### config.mk
export PLATFORM = sky130hd
export DESIGN_NAME = div_clock_monitor_flat
export DESIGN_NICKNAME = d
export VERILOG_FILES = /design/src/rtl/div_clock_monitor_if.sv /design/src/rtl/div_clock_monitor.sv /design/src/flat_wrapper.sv
export SDC_FILE = /design/constraint.sdc
export NUM_CORES = 1
export LEC_CHECK = 0
export BUFFER_PORTS_ARGS = -buffer_cell sky130_fd_sc_hd__buf_2
export CAP_MARGIN = 20
export CORE_UTILIZATION = 45
export DETAILED_ROUTE_END_ITERATION = 12
export GPL_TIMING_DRIVEN = 0
export PLACE_DENSITY = 0.67
export SLEW_MARGIN = 20
export SYNTH_ARGS = -nofsm -noshare
export SYNTH_HDL_FRONTEND = slang
export SYNTH_SLANG_ARGS = --single-unit
export TNS_END_PERCENT = 100
### constraint.sdc
create_clock -name clk -period 3.5 [get_ports clk]
set_input_delay 0.7 -clock clk [delete_from_list [all_inputs] [get_ports clk]]
set_output_delay 0.7 -clock clk [all_outputs]
set_load 0.03 [all_outputs]
### src/rtl/div_clock_monitor_if.sv
// Bundle of control inputs and status outputs for the divided-clock monitor.
// The master side drives the source and settings; the slave side is the monitor.
interface div_clock_monitor_if #(
  parameter int DIVCLK_WIDTH = 16
);
  logic                    enable;
  logic [DIVCLK_WIDTH-1:0] expected_div;
  logic                    div_clk_in;
  logic [DIVCLK_WIDTH-1:0] measured_div;
  logic                    measured_valid;
  logic                    locked;
  logic                    mismatch;
  logic                    timeout;

  modport master (
    output enable, expected_div, div_clk_in,
    input  measured_div, measured_valid, locked, mismatch, timeout
  );

  modport slave (
    input  enable, expected_div, div_clk_in,
    output measured_div, measured_valid, locked, mismatch, timeout
  );
endinterface

### src/rtl/div_clock_monitor.sv
// Recovers the divider of a toggling div_clk from half-period lengths in the clk
// domain and reports lock, mismatch and a sticky timeout.
module div_clock_monitor #(
  parameter int DIVCLK_WIDTH = 16,
  parameter int LOCK_COUNT   = 4,
  parameter int TIMEOUT_CYC  = 2**DIVCLK_WIDTH + 2
) (
  input logic               clk,
  input logic               reset,
  div_clock_monitor_if.slave bus
);
  localparam int CW = DIVCLK_WIDTH + 2;
  localparam int MW = $clog2(LOCK_COUNT + 1);
  localparam logic [CW-1:0] TO_VAL  = CW'(TIMEOUT_CYC);
  localparam logic [CW-1:0] DIV_MAX = {2'b00, {DIVCLK_WIDTH{1'b1}}};
  localparam logic [CW-1:0] ONE     = CW'(1);
  localparam logic [MW-1:0] LOCK_N  = MW'(LOCK_COUNT);

  typedef enum logic [1:0] {IDLE, ARM, MEASURE, LOCKED} state_t;

  state_t                  state, state_n;
  logic                    sync1, sync2, hist;
  logic                    dclk_edge;
  logic [CW-1:0]           cnt, cnt_n, cnt_inc, rec_full;
  logic [DIVCLK_WIDTH-1:0] rec, mdiv, mdiv_n;
  logic                    sat, is_match;
  logic [MW-1:0]           mcnt, mcnt_n, mcnt_inc;
  logic                    mv, mv_n, mism, mism_n, lck, lck_n, tmo, tmo_n;

  // div_clk is asynchronous: two sync flops, then a history flop for edge detect
  always_ff @(posedge clk or posedge reset) begin
    if (reset) begin
      sync1 <= 1'b0;
      sync2 <= 1'b0;
      hist  <= 1'b0;
    end else begin
      sync1 <= bus.div_clk_in;
      sync2 <= sync1;
      hist  <= sync2;
    end
  end

  assign dclk_edge = sync2 ^ hist;
  assign cnt_inc   = (&cnt) ? cnt : cnt + ONE;
  assign rec_full  = cnt - ONE;
  assign sat       = rec_full > DIV_MAX;
  assign rec       = sat ? {DIVCLK_WIDTH{1'b1}} : rec_full[DIVCLK_WIDTH-1:0];
  // a clamped interval never matches, even when expected_div is all ones
  assign is_match  = !sat && (rec == bus.expected_div);
  assign mcnt_inc  = mcnt + 1'b1;

  always_ff @(posedge clk or posedge reset) begin
    if (reset) begin
      state <= IDLE;
      cnt   <= '0;
      mdiv  <= '0;
      mcnt  <= '0;
      mv    <= 1'b0;
      mism  <= 1'b0;
      lck   <= 1'b0;
      tmo   <= 1'b0;
    end else begin
      state <= state_n;
      cnt   <= cnt_n;
      mdiv  <= mdiv_n;
      mcnt  <= mcnt_n;
      mv    <= mv_n;
      mism  <= mism_n;
      lck   <= lck_n;
      tmo   <= tmo_n;
    end
  end

  always_comb begin
    state_n = state;
    cnt_n   = cnt_inc;
    mdiv_n  = mdiv;
    mcnt_n  = mcnt;
    mv_n    = 1'b0;
    mism_n  = 1'b0;
    lck_n   = lck;
    tmo_n   = tmo;
    if (!bus.enable) begin
      state_n = IDLE;
      cnt_n   = '0;
      mdiv_n  = '0;
      mcnt_n  = '0;
      lck_n   = 1'b0;
      tmo_n   = 1'b0;
    end else begin
      case (state)
        IDLE: begin
          state_n = ARM;
          cnt_n   = ONE;
        end
        ARM: begin
          // first edge only starts the clock on intervals; its own interval is partial
          if (dclk_edge) begin
            state_n = MEASURE;
            cnt_n   = ONE;
          end else if (cnt == TO_VAL) begin
            tmo_n  = 1'b1;
            lck_n  = 1'b0;
            mcnt_n = '0;
          end
        end
        MEASURE, LOCKED: begin
          // an edge coinciding with the timeout count takes precedence
          if (dclk_edge) begin
            cnt_n  = ONE;
            mdiv_n = rec;
            mv_n   = 1'b1;
            if (is_match) begin
              if (state == MEASURE) begin
                mcnt_n = mcnt_inc;
                if (mcnt_inc == LOCK_N) begin
                  state_n = LOCKED;
                  lck_n   = 1'b1;
                end
              end
            end else begin
              mism_n  = 1'b1;
              mcnt_n  = '0;
              lck_n   = 1'b0;
              state_n = MEASURE;
            end
          end else if (cnt == TO_VAL) begin
            tmo_n   = 1'b1;
            lck_n   = 1'b0;
            mcnt_n  = '0;
            state_n = ARM;
          end
        end
        default: state_n = IDLE;
      endcase
    end
  end

  assign bus.measured_div   = mdiv;
  assign bus.measured_valid = mv;
  assign bus.locked         = lck;
  assign bus.mismatch       = mism;
  assign bus.timeout        = tmo;
endmodule
### src/flat_wrapper.sv
// flat-port wrapper written by rule: the top's interface ports become plain ports
module div_clock_monitor_flat 
#(
  parameter int DIVCLK_WIDTH = 16,
  parameter int LOCK_COUNT   = 4,
  parameter int TIMEOUT_CYC  = 2**DIVCLK_WIDTH + 2
)
  (clk, reset, bus_enable, bus_expected_div, bus_div_clk_in, bus_measured_div, bus_measured_valid, bus_locked, bus_mismatch, bus_timeout);
  div_clock_monitor_if #(.DIVCLK_WIDTH(DIVCLK_WIDTH)) bus_i ();
  input logic clk;
  input logic reset;
  input wire logic [$bits(bus_i.enable)-1:0] bus_enable;
  input wire logic [$bits(bus_i.expected_div)-1:0] bus_expected_div;
  input wire logic [$bits(bus_i.div_clk_in)-1:0] bus_div_clk_in;
  output wire logic [$bits(bus_i.measured_div)-1:0] bus_measured_div;
  output wire logic [$bits(bus_i.measured_valid)-1:0] bus_measured_valid;
  output wire logic [$bits(bus_i.locked)-1:0] bus_locked;
  output wire logic [$bits(bus_i.mismatch)-1:0] bus_mismatch;
  output wire logic [$bits(bus_i.timeout)-1:0] bus_timeout;
  assign bus_i.enable = bus_enable;
  assign bus_i.expected_div = bus_expected_div;
  assign bus_i.div_clk_in = bus_div_clk_in;
  assign bus_measured_div = bus_i.measured_div;
  assign bus_measured_valid = bus_i.measured_valid;
  assign bus_locked = bus_i.locked;
  assign bus_mismatch = bus_i.mismatch;
  assign bus_timeout = bus_i.timeout;
  div_clock_monitor #(.DIVCLK_WIDTH(DIVCLK_WIDTH), .LOCK_COUNT(LOCK_COUNT), .TIMEOUT_CYC(TIMEOUT_CYC)) u_core (.clk(clk), .reset(reset), .bus(bus_i));
endmodule
==> out/qor.csv <==
stage;metric;value;unit
outcome;status;complete, no violations;
critical_path;crit_path_end_kind;register;
sta;setup-violations-final;0;
detailed_routing;drt_iter0_drc;225;
clocking;cts_tree;built;
clocking;cts_root_buf;clkbuf_8;
finish;antenna_cells;0;
flow_run;max_cap_viol_count;0;
logic_synthesis;synth_cells;353;
finish;fin_cells;480;
clocking;holdBufCountCts;0;
power;power.leakage;1.57;nW
clocking;insertion_delay;300;ps
sta;fmax;0.303;GHz
logic_synthesis;postSynth.asyncResetShare;1.00;
logic_synthesis;ys_top_cells_by_count;dfrtp_1, nor2_1, o21ai_0;
logic_synthesis;synth_top_cell_area_share;0.367;
finish;drive_above_1_share;0.178;
clocking;clk_pin_slew;90;ps
place;gp_congestion;0.831;
grt;grt_pass1_vias;2559;
detailed_routing;vias_per_cell;5.84;
sta;slew_violations;0;
place;dp_cells;472;
clocking;numCtsBuffers;5;
sta;setup_slack;203;ps
power;irDropWorstVdd;138;uV
logic_synthesis;syn_nets;378;
min_path;hold_class;in2async;
critical_path;critPathMaxFanout;10;
detailed_routing;dr_total_vias;2803;
sta;tightest_slew;612;ps
place;dp_slack;274;ps
clocking;clockBufferDepth;2;
sta;hold_viol_final;0;
critical_path;startpoint_type;register;
power;power_density;361;nW/um2
floorplan;die-area;7310;um2
logic_synthesis;synth_edf_count;0;
power;p_total;1.28;mW
logic_synthesis;netlist_area;3140;um2
detailed_routing;wirelength;7550;um
sta;maxSlewHeadroom;0.588;
logic_synthesis;synth_largest_area_cell;dfrtp_1;
logic_synthesis;synth_top_flop_cell;dfrtp_1;
floorplan;core_area;6760;um2
clocking;postCtsSetupBuffers;0;
critical_path;worstSetupPathType;reg2reg;
grt;grt_pass1_wl;12500;um
detailed_routing;ant_nets;0;
floorplan;ios;40;
floorplan;rows;30;
place;hpwlAfterDp;5780;um
grt;overflow;0;
detailed_routing;dr.pass1.iters;5;
finish;nNetsFinal;424;
sta;rsz0062_at_grt;no;
logic_synthesis;ys.warnings.count;0;
logic_synthesis;postSynthAreaPerCell;8.88;um2
logic_synthesis;ys_seq_area_frac;0.367;
clocking;numClockSinks;46;
critical_path;cp.required;3690;ps
clocking;cts_resized;0;
floorplan;die_x;85.5;um
logic_synthesis;ys_top_cells_by_area;dfrtp_1, nor2_1, xnor2_1, o21ai_0, xor2_1;
clocking;htree_levels;2;
floorplan;initial_utilization;0.464;
sta;min_period;3300;ps
floorplan;die_height;85.5;um
sta;setup_tns;0;ps
place;numPortBuffers;38;
grt;grt_usage;0.217;
finish;area_delta_synth_final;13.4;%
detailed_routing;post_drt_wl_per_cell;15.7;um
grt;grt_max_degree;32;
logic_synthesis;synth_cell_type_count;64;
sta;final.period_utilization;0.942;
grt;antenna_found_initial;0;
critical_path;cp.arrival;3490;ps
detailed_routing;drc;0;
logic_synthesis;synth-seq-cells;46;
sta;fin_skew;10.1;ps
logic_synthesis;yosysMostFrequentCell;dfrtp_1;
[power breakdown]
part / internal (mW) / switching (mW)
clock network: 0.213 / 0.190
logic: 0.113 / 0.200
registers: 0.554 / 0.0144
total: 0.880 / 0.405
[through the flow]
| step | hold WS, ps | area (um2) | utilization |
|---|---|---|---|
| 2_1_floorplan | 331 | 3140 | - |
| 3_3_place_gp | 332 | 3430 | 0.507 |
| 3_5_place_dp | 342 | 3450 | 0.510 |
| 4_1_cts | 363 | 3560 | 0.526 |
| 5_1_grt | 376 | 3560 | 0.526 |
| 6_report | 358 | 3560 | 0.526 |
[per-layer routing]
| metal | share of wire | vias to the layer above | GRT usage |
|---|---|---|---|
| li1 | - | 1365 | - |
| met1 | 0.47 | 1357 | 0.289 |
| met2 | 0.49 | 71 | 0.367 |
| met3 | 0.034 | 10 | 0.0379 |
| met4 | 0.013 | 0 | 0.0545 |
| met5 | 0 | - | 0 |
[worst max-delay path: stages, from the launching register on]
cell	delay, ps
dfrtp_1	360
clkbuf_1	250
or4_4	530
nor4_1	480
xor3_1	310
nor2b_1	240
nand4_1	170
nor4_1	550
a31o_1	230
o2bb2ai_1	70
[area by class of cell]
class	instances	area, um2
fillers	659	3200
clock inverters	2	37.5
well taps	80	100
repair buffers	39	210
clock buffers	6	72.6
inverters	15	56.3
plain buffers	23	114
multi-input cells	269	1810
flip-flops and latches	46	1150
[kinds of logic after synthesis]
family                   Yosys count  synth area share
adder cells (fa/ha/maj)            5            0.0200
flip-flops                        46             0.367
AO/OA/AOI/OAI                     86             0.187
buffers and inverters             38            0.0543
AND/OR/NAND/NOR                  143             0.255
XOR/XNOR                          33             0.110
multiplexers                       2           0.00638
[cells in the final DEF (no fill, tap or decap), types with 13 or more instances in the layout]
master and count:
dfrtp_1 46, nor2_1 43, buf_2 39, o21ai_0 25, clkbuf_1 17, nand2_1 17
nand3_1 16, xnor2_1 15, xor2_1 14, inv_1 14, a31oi_1 13
[state kept, by name (all words and copies together) (netlist names), 2 cells and up]
| name | count |
|---|---|
| u_core.cnt | 18 |
| u_core.bus.measured_div | 16 |
| u_core.mcnt | 3 |
| u_core.state | 2 |
[worst paths after layout]
check / slack [ps] / cells after the start / to / startpoint
min in group clk: 360 / 0 / u_core.sync2$_DFF_PP0_ / u_core.sync1$_DFF_PP0_
max in group asynchronous: 2660 / 3 / u_core.bus.measured_div[11]$_DFFE_PP0P_ / reset
setup reg to reg: 200 / 9 / u_core.state[0]$_DFFE_PP0P_ / u_core.cnt[4]$_DFFE_PP0P_
setup / recovery: 200 / 9 / u_core.state[0]$_DFFE_PP0P_ / u_core.cnt[4]$_DFFE_PP0P_
hold reg to reg: 360 / 0 / u_core.sync2$_DFF_PP0_ / u_core.sync1$_DFF_PP0_
hold / removal: 360 / 2 / u_core.sync1$_DFF_PP0_ / reset
Note: power is estimated with default switching activity, not from simulation.
